$ cat config.mk
export PLATFORM = sky130hd
export DESIGN_NAME = div_unit_flat
export DESIGN_NICKNAME = d
export VERILOG_FILES = /design/src/rtl/div_unit_if.sv /design/src/rtl/div_unit.sv /design/src/flat_wrapper.sv
export SDC_FILE = /design/constraint.sdc
export NUM_CORES = 1
export LEC_CHECK = 0
export BUFFER_PORTS_ARGS = -buffer_cell sky130_fd_sc_hd__buf_2
export CAP_MARGIN = 10
export CORE_ASPECT_RATIO = 1.2
export CORE_MARGIN = 2
export CORE_UTILIZATION = 40
export CTS_BUF_LIST = sky130_fd_sc_hd__clkbuf_4 sky130_fd_sc_hd__clkbuf_8 sky130_fd_sc_hd__clkbuf_16
export DETAILED_ROUTE_END_ITERATION = 7
export SYNTH_ARGS = -nofsm -noshare
export SYNTH_HDL_FRONTEND = slang
export SYNTH_SLANG_ARGS = --single-unit
$ cat constraint.sdc
create_clock -name clk -period 5.6 [get_ports clk]
set_clock_uncertainty 0.2 [all_clocks]
set_input_delay 0.28 -clock clk [delete_from_list [all_inputs] [get_ports clk]]
set_output_delay 0.28 -clock clk [all_outputs]
set_load 0.05 [all_outputs]
$ cat src/rtl/div_unit_if.sv
// Execute-stage handshake between the pipeline and the iterative divider.
// master = pipeline/hazard side, slave = divider.
interface div_unit_if #(
   parameter int unsigned XLEN = 32
);
   logic            start_i;
   logic [1:0]      op_i;
   logic [XLEN-1:0] a_i;
   logic [XLEN-1:0] b_i;
   logic            flush_i;
   logic            stall_o;
   logic            done_o;
   logic [XLEN-1:0] result_o;

   modport master (
      output start_i, op_i, a_i, b_i, flush_i,
      input  stall_o, done_o, result_o
   );

   modport slave (
      input  start_i, op_i, a_i, b_i, flush_i,
      output stall_o, done_o, result_o
   );
endinterface

$ cat src/rtl/div_unit.sv
// Iterative radix-2 restoring divider for RV32M DIV/DIVU/REM/REMU.
// One quotient bit per cycle; divide-by-zero and signed overflow resolve in one cycle.
module div_unit #(
   parameter int unsigned XLEN = 32
) (
   input logic       clk,
   input logic       rst_n,
   div_unit_if.slave bus
);
   localparam int unsigned CNT_W = $clog2(XLEN + 1);
   localparam int unsigned DW    = 2 * XLEN;
   localparam logic [XLEN-1:0] MIN_NEG = {1'b1, {(XLEN-1){1'b0}}};

   typedef enum logic [1:0] {
      IDLE = 2'd0,
      CALC = 2'd1,
      DONE = 2'd2
   } state_t;

   state_t           state;
   state_t           state_d;

   logic [CNT_W-1:0] cnt;
   logic [DW-1:0]    rq;
   logic [XLEN-1:0]  bmag;
   logic [XLEN-1:0]  result;
   logic             is_rem_q;
   logic             neg_q;

   logic             accept;
   logic             op_signed;
   logic             sa;
   logic             sb;
   logic             bzero;
   logic             ovf;
   logic             fast;
   logic [XLEN-1:0]  amag;
   logic [XLEN-1:0]  bmag_c;
   logic [XLEN-1:0]  fast_res;

   logic [XLEN:0]    partial;
   logic             borrow;
   logic [XLEN-1:0]  rem_new;
   logic [DW-1:0]    rq_step;
   logic [XLEN-1:0]  sel;
   logic [XLEN-1:0]  fixed;
   logic             last;

   // Operand decode: magnitudes and the single-cycle special cases
   always_comb begin
      accept    = bus.start_i & ~bus.flush_i;
      op_signed = ~bus.op_i[0];
      sa        = op_signed & bus.a_i[XLEN-1];
      sb        = op_signed & bus.b_i[XLEN-1];
      amag      = sa ? (~bus.a_i + XLEN'(1)) : bus.a_i;
      bmag_c    = sb ? (~bus.b_i + XLEN'(1)) : bus.b_i;
      bzero     = (bus.b_i == '0);
      ovf       = op_signed & (bus.a_i == MIN_NEG) & (bus.b_i == '1);
      fast      = bzero | ovf;
      if (bzero) begin
         fast_res = bus.op_i[1] ? bus.a_i : '1;
      end else begin
         fast_res = bus.op_i[1] ? '0 : MIN_NEG;
      end
   end

   // One restoring step; the partial remainder needs XLEN+1 bits after the shift
   always_comb begin
      partial = rq[DW-1:XLEN-1];
      borrow  = (partial < {1'b0, bmag});
      rem_new = borrow ? partial[XLEN-1:0] : XLEN'(partial - {1'b0, bmag});
      rq_step = {rem_new, rq[XLEN-2:0], ~borrow};
      sel     = is_rem_q ? rq_step[DW-1:XLEN] : rq_step[XLEN-1:0];
      fixed   = neg_q ? (~sel + XLEN'(1)) : sel;
      last    = (cnt == CNT_W'(1));
   end

   always_ff @(posedge clk or negedge rst_n) begin
      if (!rst_n) begin
         state <= IDLE;
      end else begin
         state <= state_d;
      end
   end

   always_comb begin
      state_d = state;
      case (state)
         IDLE: if (accept) state_d = fast ? DONE : CALC;
         CALC: if (last) state_d = DONE;
         DONE: state_d = IDLE;
         default: state_d = IDLE;
      endcase
      if (bus.flush_i) state_d = IDLE;
   end

   always_comb begin
      bus.stall_o = 1'b0;
      bus.done_o  = 1'b0;
      case (state)
         IDLE:    bus.stall_o = accept;
         CALC:    bus.stall_o = ~bus.flush_i;
         DONE:    bus.done_o  = ~bus.flush_i;
         default: ;
      endcase
   end

   assign bus.result_o = result;

   // Datapath: latch on accept, iterate in CALC, register the sign-fixed result
   always_ff @(posedge clk or negedge rst_n) begin
      if (!rst_n) begin
         cnt      <= '0;
         rq       <= '0;
         bmag     <= '0;
         result   <= '0;
         is_rem_q <= 1'b0;
         neg_q    <= 1'b0;
      end else begin
         case (state)
            IDLE: begin
               if (accept) begin
                  is_rem_q <= bus.op_i[1];
                  neg_q    <= bus.op_i[1] ? sa : (sa ^ sb);
                  bmag     <= bmag_c;
                  rq       <= {{XLEN{1'b0}}, amag};
                  cnt      <= CNT_W'(XLEN);
                  if (fast) result <= fast_res;
               end
            end
            CALC: begin
               if (!bus.flush_i) begin
                  rq  <= rq_step;
                  cnt <= cnt - CNT_W'(1);
                  if (last) result <= fixed;
               end
            end
            default: ;
         endcase
      end
   end
endmodule

$ cat src/flat_wrapper.sv
// flat-port wrapper written by rule: the top's interface ports become plain ports
module div_unit_flat 
#(
   parameter int unsigned XLEN = 32
)
  (clk, rst_n, bus_start_i, bus_op_i, bus_a_i, bus_b_i, bus_flush_i, bus_stall_o, bus_done_o, bus_result_o);
  div_unit_if #(.XLEN(XLEN)) bus_i ();
  input logic clk;
  input logic rst_n;
  input wire logic [$bits(bus_i.start_i)-1:0] bus_start_i;
  input wire logic [$bits(bus_i.op_i)-1:0] bus_op_i;
  input wire logic [$bits(bus_i.a_i)-1:0] bus_a_i;
  input wire logic [$bits(bus_i.b_i)-1:0] bus_b_i;
  input wire logic [$bits(bus_i.flush_i)-1:0] bus_flush_i;
  output wire logic [$bits(bus_i.stall_o)-1:0] bus_stall_o;
  output wire logic [$bits(bus_i.done_o)-1:0] bus_done_o;
  output wire logic [$bits(bus_i.result_o)-1:0] bus_result_o;
  assign bus_i.start_i = bus_start_i;
  assign bus_i.op_i = bus_op_i;
  assign bus_i.a_i = bus_a_i;
  assign bus_i.b_i = bus_b_i;
  assign bus_i.flush_i = bus_flush_i;
  assign bus_stall_o = bus_i.stall_o;
  assign bus_done_o = bus_i.done_o;
  assign bus_result_o = bus_i.result_o;
  div_unit #(.XLEN(XLEN)) u_core (.clk(clk), .rst_n(rst_n), .bus(bus_i));
endmodule
==> out/results.ini <==
[logic_synthesis]
synth.area.top_cells = dfrtp_1, o21ai_0, a21oi_1, nand2_1, xnor2_1
ys_seq_elements = 138
ys_types = 92
synth_edf_count = 0
synth_top_area_share = 0.3113
syn-num-nets = 1543
syn-instance-count = 1434
synth-seq-area-share = 0.3113
avgSynthCellArea_um2 = 7.735
synthesis.area_um2 = 11090
async_flop_share = 1.000
yosys_warnings = 0
synth_top_cell_by_area = dfrtp_1
ys.flop_type = dfrtp_1

[sta]
maxSlewHeadroom = 0.3490
rsz0062_at_grt = no
fmax_ghz = 0.1947
period_needed_ps = 5137
tns_ps = 0
setup_viol_count_final = 0
final-hold-violation-count = 0
worst-slew-pin-transition_ps = 976.5
slew_violations = 0
period_share = 0.9173

[power_and_ir_drop]
p_per_area_nw_per_um2 = 644.0
p_comb_frac = 0.623
p_int_mw = 3.890
p_leak_nw = 5.540
netSwitchingPower_mw = 4.201
seqPwrFrac = 0.222
p_sw_frac = 0.5192
clock_power_share = 0.156
ir_worst_vdd_uv = 245.9
finalPower_mw = 8.092

[worst_setup_path]
critical_path_class = reg -> reg
reg2reg_from = u_core.rq[39]
r2r_cells = 16
start_kind = register
crit_required_ps = 5750
end_kind = register
reg2reg_to = u_core.bus.result_o[30]
startpoint = u_core.rq[39]
arrival_ps = 5290
rrSetupSlack_ps = 460
path_max_fanout = 36
endpoint = u_core.bus.result_o[30]

[cts]
clock-sinks = 138
cts-buffers-inserted = 17
cts_root_buf = clkbuf_16
cts_tree = built
clkTransAtPathRegs_ps = 70
clk_latency_ps = 430
htree_num_levels = 4
ctsLongestPathBuffers = 2
post_cts_buffers = 0

[floorplan]
die_w_um = 156.0
core_area_um2 = 27170
io_pins = 104
initial_core_util = 0.4083
fp-row-count = 66
die_h_um = 186.4
die-area_um2 = 29080

[layout]
drive_above_1_share = 0.1209
fin_util = 0.4625
layout.cells.most_common_list = nand2_1, o21ai_0, a21oi_1, dfrtp_1, nor2_1
antenna-diode-count = 0
area_growth_pct = 13.28
finalNonFillerCells = 1854
nFillCells = 2702
fin_nets = 1611
final_common_cell = nand2_1

[routing]
dr.first_iter.drc_count = 833
drtAntennaViolNets = 0
wl_per_cell_um = 20.01
wl_mm = 37.09
dr.pass1.iters = 6
vias = 10958
via_per_inst = 5.910
drc = 0

[placement]
port-buffer-count = 103
gp_congestion = 0.8878
dpl.cell_count = 1811
hpwl_mm = 27.54

[global_routing]
grt_pass1_vias = 10638
grt_max_degree = 98
grt_pass1_wl_mm = 58.82
track_usage = 0.2587
antenna_found_initial = 0
grt.overflow.total = 0

[min_path]
min-delay-path-class = in -> reg
hold_depth = 3

[job]
max-cap-violations = 0

[outcome]
status = finished clean

==> per-stage QoR <==
| stage | hold WS (ps) | setup WS (ps) | instance area, um2 |
|---|---|---|---|
| 6_report | 4.575 | 463.3 | 12560 |
| 5_1_grt | 8.995 | 149.2 | 12560 |
| 4_1_cts | 0.2908 | 512.2 | 12560 |
| 3_5_place_dp | 271.5 | 538.8 | 11810 |
| 3_3_place_gp | 262.0 | 580.7 | 11810 |
| 2_1_floorplan | -215.6 | 1155 | 11090 |
==> worst min path at each step <==
stage	start	to	slack, ps
floorplan	rst_n	u_core.bmag[0]	-220
global placement	u_core.bus.result_o[2]	u_core.bus.result_o[2]	260
detailed placement	rst_n	u_core.bmag[27]	270
CTS	bus_b_i[22]	u_core.bmag[22]	0.3
global route	bus_op_i[0]	u_core.neg_q	9
finish	bus_b_i[11]	u_core.bmag[11]	5
==> synthesized netlist by cell type (7+ instances only) <==
library cell	n
nor3_1	26
clkbuf_1	61
buf_2	9
xor2_1	42
and2_1	7
ha_1	38
a211oi_1	8
nor4_1	12
nand2b_1	17
o21ai_0	163
nand3_1	15
a21oi_1	141
inv_1	63
nor2b_1	13
mux2i_1	23
dfrtp_1	138
or3_1	19
and3_1	9
a21o_1	20
xnor2_1	61
nand2_1	186
buf_6	7
nand4_1	20
a31oi_1	30
o31ai_1	15
o211ai_1	10
nor3b_1	9
nor2_1	132
o22ai_1	9
==> worst max-delay path: stages, from the launching register on <==
cell and delay, ps:
dfrtp_1 460, ha_1 390, a21oi_1 250, o21ai_1 230, and3_1 300, o31a_4 400, nor3_4 160, buf_4 400
a21oi_1 70, a31oi_1 400, ha_1 300, nor2_1 110, nor4_4 330, nand4_4 230, o41ai_4 400, xnor2_1 160
a221oi_2 250
==> cell families (layout without fill, tap and decap cells) <==
family	Yosys count	count (layout)	share of synthesized area
muxes	24	24	0.02177
xor gates and xnor gates	103	103	0.08133
adders and majority gates	39	39	0.04467
DFF	138	138	0.3113
buffers and inverters	149	229	0.05764
and+or+nand+nor	499	499	0.2159
AOI/OAI and AO/OA	482	482	0.2673
==> power by group through the flow <==
stage / registers [mW] / clock network [mW] / logic (mW)
after detailed placement: 1.80 / 0 / 4.98
after global routing: 1.85 / 1.32 / 5.52
after CTS: 1.79 / 1.28 / 5.01
after global placement: 1.79 / 0 / 4.97
after floorplan: 2.00 / 0 / 3.40
final: 1.79 / 1.26 / 5.04
==> what timing repair did <==
item	CTS	global route
hold buffers	12	0
resized for setup	0	0
hold endpoints to repair	107	0
==> registers in the layout (all words and copies together), names as in the netlist <==
name / count
u_core.bmag: 32
u_core.bus.result_o: 32
u_core.cnt: 6
u_core.is_rem_q: 1
u_core.neg_q: 1
u_core.rq: 64
u_core.state: 2
==> per-layer routing <==
layer | routed length, um | up-vias | track usage | share of wire
met5 | 0 | - | 0 | 0
met4 | 2026 | 0 | 0.1433 | 0.055
met3 | 1308 | 113 | 0.03065 | 0.035
met2 | 18340 | 315 | 0.4384 | 0.49
met1 | 15420 | 5267 | 0.3184 | 0.42
li1 | - | 5263 | - | -
==> layout make-up <==
type / count / area [um2] / area share
clock buffers: 21 / 474.2 / 0.03774
clock inverters: 10 / 165.2 / 0.01314
inverters: 64 / 240.2 / 0.01912
multi-input cells: 1147 / 7020 / 0.5588
flip-flops and latches: 138 / 3455 / 0.2749
well taps: 340 / 425.4 / 0.03386
repair buffers: 134 / 784.5 / 0.06244
(Power assumes the default switching activity.)
